===== config.mk =====
export PLATFORM = sky130hd
export DESIGN_NAME = mmio_port_responder
export DESIGN_NICKNAME = d
export VERILOG_FILES = /design/src/rtl/mmio_port_responder.sv
export SDC_FILE = /design/constraint.sdc
export NUM_CORES = 1
export LEC_CHECK = 0
export CAP_MARGIN = 20
export CORE_MARGIN = 4
export CORE_UTILIZATION = 25
export DETAILED_ROUTE_END_ITERATION = 10
export HOLD_SLACK_MARGIN = 0.15
export REMOVE_ABC_BUFFERS = 1
export SETUP_SLACK_MARGIN = 0.05
export SYNTH_ARGS = -nofsm -noshare
export SYNTH_HDL_FRONTEND = slang
export SYNTH_SLANG_ARGS = --single-unit

===== constraint.sdc =====
create_clock -name clk -period 7.2 [get_ports clk]
set_clock_uncertainty 0.15 [all_clocks]
set_input_delay 1.44 -clock clk [delete_from_list [all_inputs] [get_ports clk]]
set_output_delay 1.44 -clock clk [all_outputs]
set_load 0.1 [all_outputs]

===== src/rtl/mmio_port_responder.sv =====
// Memory-mapped I/O responder: output port, synchronized input port with sticky
// rising-edge flags, and a down-counting timer in a 32-byte window beside data RAM.
module mmio_port_responder #(
  parameter logic [31:0] BASE_ADDR     = 32'h1001_0100,
  parameter int          PORT_IN_WIDTH = 8
) (
  input  logic                     clk,
  input  logic                     reset,
  input  logic [31:0]              Address,
  input  logic [31:0]              WriteData,
  input  logic                     MemWrite,
  input  logic                     MemRead,
  input  logic [PORT_IN_WIDTH-1:0] PortIn,
  output logic                     Selected,
  output logic [31:0]              ReadData,
  output logic [31:0]              PortOut,
  output logic                     IRQ
);

  localparam int W = PORT_IN_WIDTH;

  typedef enum logic [2:0] {
    REG_PORT_OUT    = 3'd0,
    REG_PORT_IN     = 3'd1,
    REG_EDGE_FLAGS  = 3'd2,
    REG_TIMER_CTRL  = 3'd3,
    REG_TIMER_LOAD  = 3'd4,
    REG_TIMER_COUNT = 3'd5,
    REG_EDGE_MASK   = 3'd6,
    REG_RESERVED    = 3'd7
  } reg_idx_e;

  reg_idx_e reg_idx;
  logic     wr_en;
  logic     wr_port_out, wr_flags, wr_ctrl, wr_load, wr_mask;
  logic     unused_addr_bits;

  logic [31:0]  port_out_q, port_out_d;
  logic [W-1:0] sync1_q, sync2_q, prev_q;
  logic [W-1:0] flags_q, flags_d;
  logic [W-1:0] mask_q, mask_d;
  logic [W-1:0] rise;
  logic         en_q, en_d;
  logic         auto_q, auto_d;
  logic         expired_q, expired_d;
  logic         expire_set;
  logic [31:0]  load_q, load_d;
  logic [31:0]  count_q, count_d;
  logic         irq_q, irq_d;

  logic [31:0]  port_in_ext, flags_ext, mask_ext, ctrl_ext;

  // Word select; byte offset bits are don't-care.
  assign Selected         = (Address[31:5] == BASE_ADDR[31:5]);
  assign reg_idx          = reg_idx_e'(Address[4:2]);
  assign unused_addr_bits = ^Address[1:0];
  assign wr_en            = Selected & MemWrite;

  assign wr_port_out = wr_en && (reg_idx == REG_PORT_OUT);
  assign wr_flags    = wr_en && (reg_idx == REG_EDGE_FLAGS);
  assign wr_ctrl     = wr_en && (reg_idx == REG_TIMER_CTRL);
  assign wr_load     = wr_en && (reg_idx == REG_TIMER_LOAD);
  assign wr_mask     = wr_en && (reg_idx == REG_EDGE_MASK);

  assign rise = sync2_q & ~prev_q;

  // NOTE: every combinational output gets a default first, so no path leaves it
  // unassigned and no latch is inferred.
  always_comb begin
    port_out_d = wr_port_out ? WriteData : port_out_q;
    mask_d     = wr_mask ? WriteData[W-1:0] : mask_q;
    // A rise arriving in the same cycle as its W1C clear keeps the flag set.
    flags_d    = (flags_q & ~(wr_flags ? WriteData[W-1:0] : {W{1'b0}})) | rise;
    irq_d      = expired_q | (|(flags_q & mask_q));
    en_d       = wr_ctrl ? WriteData[0] : en_q;
    auto_d     = wr_ctrl ? WriteData[1] : auto_q;
  end

  always_comb begin
    load_d     = load_q;
    count_d    = count_q;
    expire_set = 1'b0;
    if (wr_load) begin
      load_d  = WriteData;
      count_d = WriteData;
    end else if (en_q) begin
      if (count_q != 32'd0) begin
        count_d    = count_q - 32'd1;
        expire_set = (count_q == 32'd1);
      end else if (auto_q) begin
        count_d = load_q;
      end
    end
    // The 1->0 expiry beats a simultaneous software clear.
    expired_d = expire_set | (expired_q & ~(wr_ctrl & WriteData[8]));
  end

  // NOTE: sequential state uses non-blocking assignments only, so every flop
  // samples the pre-edge values regardless of statement order.
  always_ff @(posedge clk or negedge reset) begin
    if (!reset) begin
      port_out_q <= '0;
      sync1_q    <= '0;
      sync2_q    <= '0;
      prev_q     <= '0;
      flags_q    <= '0;
      mask_q     <= '0;
      en_q       <= 1'b0;
      auto_q     <= 1'b0;
      expired_q  <= 1'b0;
      load_q     <= '0;
      count_q    <= '0;
      irq_q      <= 1'b0;
    end else begin
      port_out_q <= port_out_d;
      sync1_q    <= PortIn;
      sync2_q    <= sync1_q;
      prev_q     <= sync2_q;
      flags_q    <= flags_d;
      mask_q     <= mask_d;
      en_q       <= en_d;
      auto_q     <= auto_d;
      expired_q  <= expired_d;
      load_q     <= load_d;
      count_q    <= count_d;
      irq_q      <= irq_d;
    end
  end

  always_comb begin
    port_in_ext          = '0;
    port_in_ext[W-1:0]   = sync2_q;
    flags_ext            = '0;
    flags_ext[W-1:0]     = flags_q;
    mask_ext             = '0;
    mask_ext[W-1:0]      = mask_q;
    ctrl_ext             = {23'd0, expired_q, 6'd0, auto_q, en_q};
  end

  // Reads return pre-edge state, so a concurrent store is not visible yet.
  always_comb begin
    ReadData = 32'h0;
    if (Selected && MemRead) begin
      case (reg_idx)
        REG_PORT_OUT:    ReadData = port_out_q;
        REG_PORT_IN:     ReadData = port_in_ext;
        REG_EDGE_FLAGS:  ReadData = flags_ext;
        REG_TIMER_CTRL:  ReadData = ctrl_ext;
        REG_TIMER_LOAD:  ReadData = load_q;
        REG_TIMER_COUNT: ReadData = count_q;
        REG_EDGE_MASK:   ReadData = mask_ext;
        default:         ReadData = 32'h0;
      endcase
    end
  end

  assign PortOut = port_out_q;
  assign IRQ     = irq_q;

endmodule


==> results of run 1 <==
[layer usage]
| metal | track usage | share of wire | vias to the layer above |
|---|---|---|---|
| li1 | - | - | 2991 |
| met5 | 0 | 0 | - |
| met1 | 0.203 | 0.48 | 3103 |
| met3 | 0.0281 | 0.054 | 24 |
| met4 | 0.0428 | 0.016 | 0 |
| met2 | 0.218 | 0.45 | 187 |
[registers in the layout, indices dropped and copies added (netlist names)]
signal	cells
IRQ	1
load_q	32
flags_q	8
expired_q	1
sync2_q	8
sync1_q	8
PortOut	32
count_q	32
en_q	1
auto_q	1
prev_q	8
mask_q	8
[through the flow]
stage | std cells | area [um2] | total power (W) | setup slack, ns
2_1_floorplan | 709 | 7120 | 0.000835 | 0.133
3_3_place_gp | 1244 | 9000 | 0.000922 | 1.50
3_5_place_dp | 1244 | 9000 | 0.000923 | 1.50
4_1_cts | 1275 | 9560 | 0.00178 | 1.49
5_1_grt | 1275 | 9560 | 0.00182 | 1.40
6_report | 1275 | 9560 | 0.00175 | 1.52
[logic make-up (layout without fill, tap and decap cells)]
kind of cell             after synthesis  after routing  share of synthesized area
AO/OA/AOI/OAI                        176            176                      0.165
XOR/XNOR                               4              4                    0.00477
adder cells (fa/ha/maj)                2              2                    0.00341
buffers and inverters                 73            205                     0.0417
flip-flops                           140            140                      0.477
multiplexers                          79             79                      0.122
AND/OR/NAND/NOR                      285            285                      0.186
[worst paths after layout]
check | startpoint | end | slack [ns]
setup / recovery | Address[29] | Selected | 1.52
hold / removal | sync1_q[4]$_DFF_PN0_ | sync2_q[4]$_DFF_PN0_ | 0.20
setup reg to reg | count_q[0]$_DFFE_PN0P_ | count_q[28]$_DFFE_PN0P_ | 3.87
hold reg to reg | sync1_q[4]$_DFF_PN0_ | sync2_q[4]$_DFF_PN0_ | 0.20
max in group asynchronous | reset | PortOut[9]$_DFFE_PN0P_ | 4.81
min in group asynchronous | reset | PortOut[2]$_DFFE_PN0P_ | 0.92
[report_power, final]
part,total (W),internal (W),leakage (nW),switching [W]
registers,0.000797,0.000794,1.70,0.00000317
logic,0.000109,0.0000522,2.07,0.0000570
clock network,0.000846,0.000485,0.263,0.000360
[cell usage after synthesis (all sizes together), types with 13 or more instances]
cell      n
mux2     62
buf      19
o21ai    50
dfrtp   140
nor3     15
o211ai   13
a21oi    27
nor4     15
clkbuf   31
inv      23
nor2     65
mux2i    15
a22oi    27
nand3    21
nand2   119
[cell type report]
type | instances | area [um2]
clock inverter | 12 | 114
sequential | 140 | 3500
inverter | 23 | 86.3
timing repair buffer | 151 | 1390
tap | 384 | 480
clock buffer | 19 | 443
multi-input combinational | 546 | 3540
fill | 3033 | 19300
==> flow_summary.toml, run 1 <==
[yosys]
async_reset_ff_frac = 1.00
ys_types = 69
syn_area_um2 = 7340
yosysTopAreaCellShare = 0.477
ys_seq_elements = 140
avgSynthCellArea_um2 = 9.67
synth_top_area_cell = "dfrtp_1"
synth_ff_type = "dfrtp_1"
syn_inst = 759
synth_edf_count = 0
ys_seq_area_frac = 0.477
ys_warn_count = 0
synthTopCellsByArea = "dfrtp_1, mux2_2, nand2_1"

[layout]
final_core_util = 0.331
area_delta_synth_final_pct = 30.2
final_cell_mix = "dfrtp_1, nand2_1, clkdlybuf4s50_1"
fin_nets = 957
drive_gt1_frac = 0.175
final_common_cell = "dfrtp_1"
n_antenna_cell = 0

[routing]
detail_route.vias_per_cell = 4.95
via_count = 6305
drt_pre_antenna_iters = 5
post-route-drc-count = 0
initialDrtViolationCount = 437
routed_wl_mm = 22.7
ant_nets = 0
wl_per_cell_um = 17.8

[critical_path]
cp_cell_sequence = "clkdlybuf4s50_1 > nor4_1 > nand4_1 > or2_2 > inv_1 > clkdlybuf4s50_1"
crit_top_cell = "clkdlybuf4s50_1"
crit_arrival_ns = 4.09
critical_path_buf_inv_count = 3
cp-end-kind = "output pin"
crit_path_max_incr_delay_ns = 1.17
critPathTopFamily = "buffers and inverters"
cp-start-kind = "input pin"
critPathKind = "input pin to output pin"
crit_slowest_cell = "clkdlybuf4s50_1"
cp.depth = 6
worstRegToRegCells = 8
crit_path_max_fanout = 7
required_ns = 5.61

[sta]
finalMaxSlewViolations = 0
fin_crit_ns = 5.68
rsz0062_at_grt = "false"
hold_viol_final = 0
setup_violations = 0
hold_slack_ns = 0.197
max_clock_freq_ghz = 0.176
relSlewSlack = 0.265
worst_pin_slew_ns = 1.09
fin_setup_tns_ns = 0
fin_crit_sh = 0.789

[die]
io_pins = 142
start_util = 0.254
die_w_um = 179
rows = 62
core_um2 = 28900
die-area_um2 = 32200
die_y_um = 179

[clock_network]
cts_buffers = 17
path_clk_slew_ns = 0.06
cts_resized = 0
cts_root_buffer = "clkbuf_16"
clock_latency_ns = 0.43
cts_tree = "yes"
holdBufCountCts = 0
htreeDepth = 4
cts.sinks = 140
postCtsSetupRepairBufs = 0
clock_path_buffers = 2

[grt]
grt_pass1_vias = 6232
grt_antenna_before_repair = 0
grt_pass1_wl_mm = 35.7
overflow = 0
grt_max_degree = 91
grt_use_total = 0.142

[job]
cap_violations = 0

[power_and_ir_drop]
powerDensity_nw_per_um2 = 183
irDropWorstVdd_v = 0.000115
leakage_nw = 4.03

[placed_design]
port-buffer-count = 139
gp_congestion = 0.813
hpwl_mm = 15.9

[run_status]
status = "completed"

[worst_hold_path]
hold_path_class = "flop to flop"
whs_path_depth = 0
No activity file was read; power rests on OpenSTA's default activity.
==> run 2: changes to the inputs <==
clock period = 5.6 ns   (was 7.2 ns; I/O delays follow)
==> flow_summary.toml, run 2 (synthesis results as in run 1) <==
[clock_network]
clock_latency_ns = 0.42
cts_resized = 0
cts.sinks = 140
clock_path_buffers = 2
htreeDepth = 4
holdBufCountCts = 0
path_clk_slew_ns = 0.06
cts_root_buffer = "clkbuf_16"
cts_tree = "yes"
postCtsSetupRepairBufs = 0
cts_buffers = 17

[sta]
rsz0062_at_grt = "false"
max_clock_freq_ghz = 0.203
hold_slack_ns = 0.198
fin_crit_sh = 0.881
fin_crit_ns = 4.93
finalMaxSlewViolations = 0
setup_violations = 0
relSlewSlack = 0.325
worst_pin_slew_ns = 1.01
hold_viol_final = 0
fin_ws_ns = 0.668

[grt]
grt_use_total = 0.144
grt_antenna_before_repair = 0
grt_pass1_wl_mm = 36.1
overflow = 0
grt_pass1_vias = 6367
grt_max_degree = 100

[die]
die-area_um2 = 32200
die_w_um = 179
core_um2 = 28900
die_y_um = 179
io_pins = 142
start_util = 0.254
rows = 62

[critical_path]
cp_cell_sequence = "clkdlybuf4s50_1 > nor4bb_1 > nand4_1 > or2_2 > inv_1 > nand3_1 > a211oi_1 > buf_12"
crit_slowest_cell = "a211oi_1"
crit_path_max_incr_delay_ns = 0.51
setup.worst_path.end = "ReadData[5]"
rrSetupSlack_ns = 2.29
rr_startpoint = "count_q[0]$_DFFE_PN0P_"
cp.depth = 8
critPathTopFamily = "simple AND/OR/NAND/NOR gates"
cp-start-kind = "input pin"
critPathKind = "input pin to output pin"
reg2reg_to = "count_q[28]$_DFFE_PN0P_"
worstRegToRegCells = 8
critical_path_buf_inv_count = 3
crit_path_max_fanout = 8
required_ns = 4.33
critical_path.startpoint = "Address[28]"
crit_arrival_ns = 3.66
cp-end-kind = "output pin"

[placed_design]
gp_congestion = 0.823
hpwl_mm = 16.1
port-buffer-count = 139
dpl.cell_count = 1246
dpl_cell_area_um2 = 9420
place_ws_ns = 0.589

[power_and_ir_drop]
leakage_nw = 4.17
irDropWorstVdd_v = 0.000158
p_clk_frac = 0.501
p_int_w = 0.00180
power_frac_comb = 0.061
pwr-share-seq = 0.438
p_sw_w = 0.000535
p_sw_frac = 0.229
powerDensity_nw_per_um2 = 233

[routing]
ant_nets = 0
detail_route.vias_per_cell = 4.98
drt_pre_antenna_iters = 8
initialDrtViolationCount = 375
post-route-drc-count = 0
wl_per_cell_um = 18.0
routed_wl_mm = 23.0
via_count = 6364

[worst_hold_path]
hold_path_class = "flop to flop"

[run_status]
status = "completed"

[layout]
fin_nets = 960
final_common_cell = "dfrtp_1"
n_antenna_cell = 0
area_delta_synth_final_pct = 36.7
final_area_um2 = 10000
final_cells = 1278
final_cell_mix = "dfrtp_1, nand2_1, clkdlybuf4s50_1"
final_core_util = 0.348
drive_gt1_frac = 0.179

[job]
cap_violations = 0
run 2: changes by cell type in the layout (fill, tap and decap cells not counted):
cell,delta
clkdlybuf4s50_1,-1
clkinv_2,-1
clkinvlp_4,-3
clkinv_4,+4
buf_4,-28
inv_6,-2
buf_12,+31
buf_16,+1
bufinv_16,+2
run 2: cell type report:
class / count / area [um2]
fillers: 2936 / 18800
multi-input cells: 546 / 3540
flip-flops and latches: 140 / 3500
repair buffers: 154 / 1820
well taps: 384 / 480
clock buffers: 19 / 443
clock inverters: 12 / 164
inverters: 23 / 86.3
run 2: power by group through the flow:
stage          logic [W]  registers [W]  clock network, W
6_report        0.000142        0.00102           0.00117
5_1_grt         0.000156        0.00102           0.00124
4_1_cts         0.000145        0.00102           0.00120
3_5_place_dp    0.000144        0.00104                 0
3_3_place_gp    0.000143        0.00104                 0
2_1_floorplan  0.0000318        0.00104                 0
run 2: worst min path at each step:
stage          cells after the start                  from                   end  slack (ns)
2_1_floorplan                      0  sync1_q[0]$_DFF_PN0_  sync2_q[0]$_DFF_PN0_        0.18
3_3_place_gp                       0  sync1_q[4]$_DFF_PN0_  sync2_q[4]$_DFF_PN0_        0.18
3_5_place_dp                       0  sync1_q[1]$_DFF_PN0_  sync2_q[1]$_DFF_PN0_        0.19
4_1_cts                            0  sync1_q[3]$_DFF_PN0_  sync2_q[3]$_DFF_PN0_        0.20
5_1_grt                            0  sync1_q[3]$_DFF_PN0_  sync2_q[3]$_DFF_PN0_        0.21
6_report                           0  sync1_q[7]$_DFF_PN0_  sync2_q[7]$_DFF_PN0_        0.20
run 2: routing by layer:
layer / share of wire / global-route usage
met4: 0.012 / 0.0428
met3: 0.057 / 0.0243
met1: 0.47 / 0.202
met5: 0 / 0
met2: 0.46 / 0.229
run 2: metrics by stage:
step                total power [W]  setup TNS (ns)
finish                      0.00234               0
floorplan                   0.00107           -8.05
global route                0.00242               0
global placement            0.00119               0
CTS                         0.00237               0
detailed placement          0.00119               0
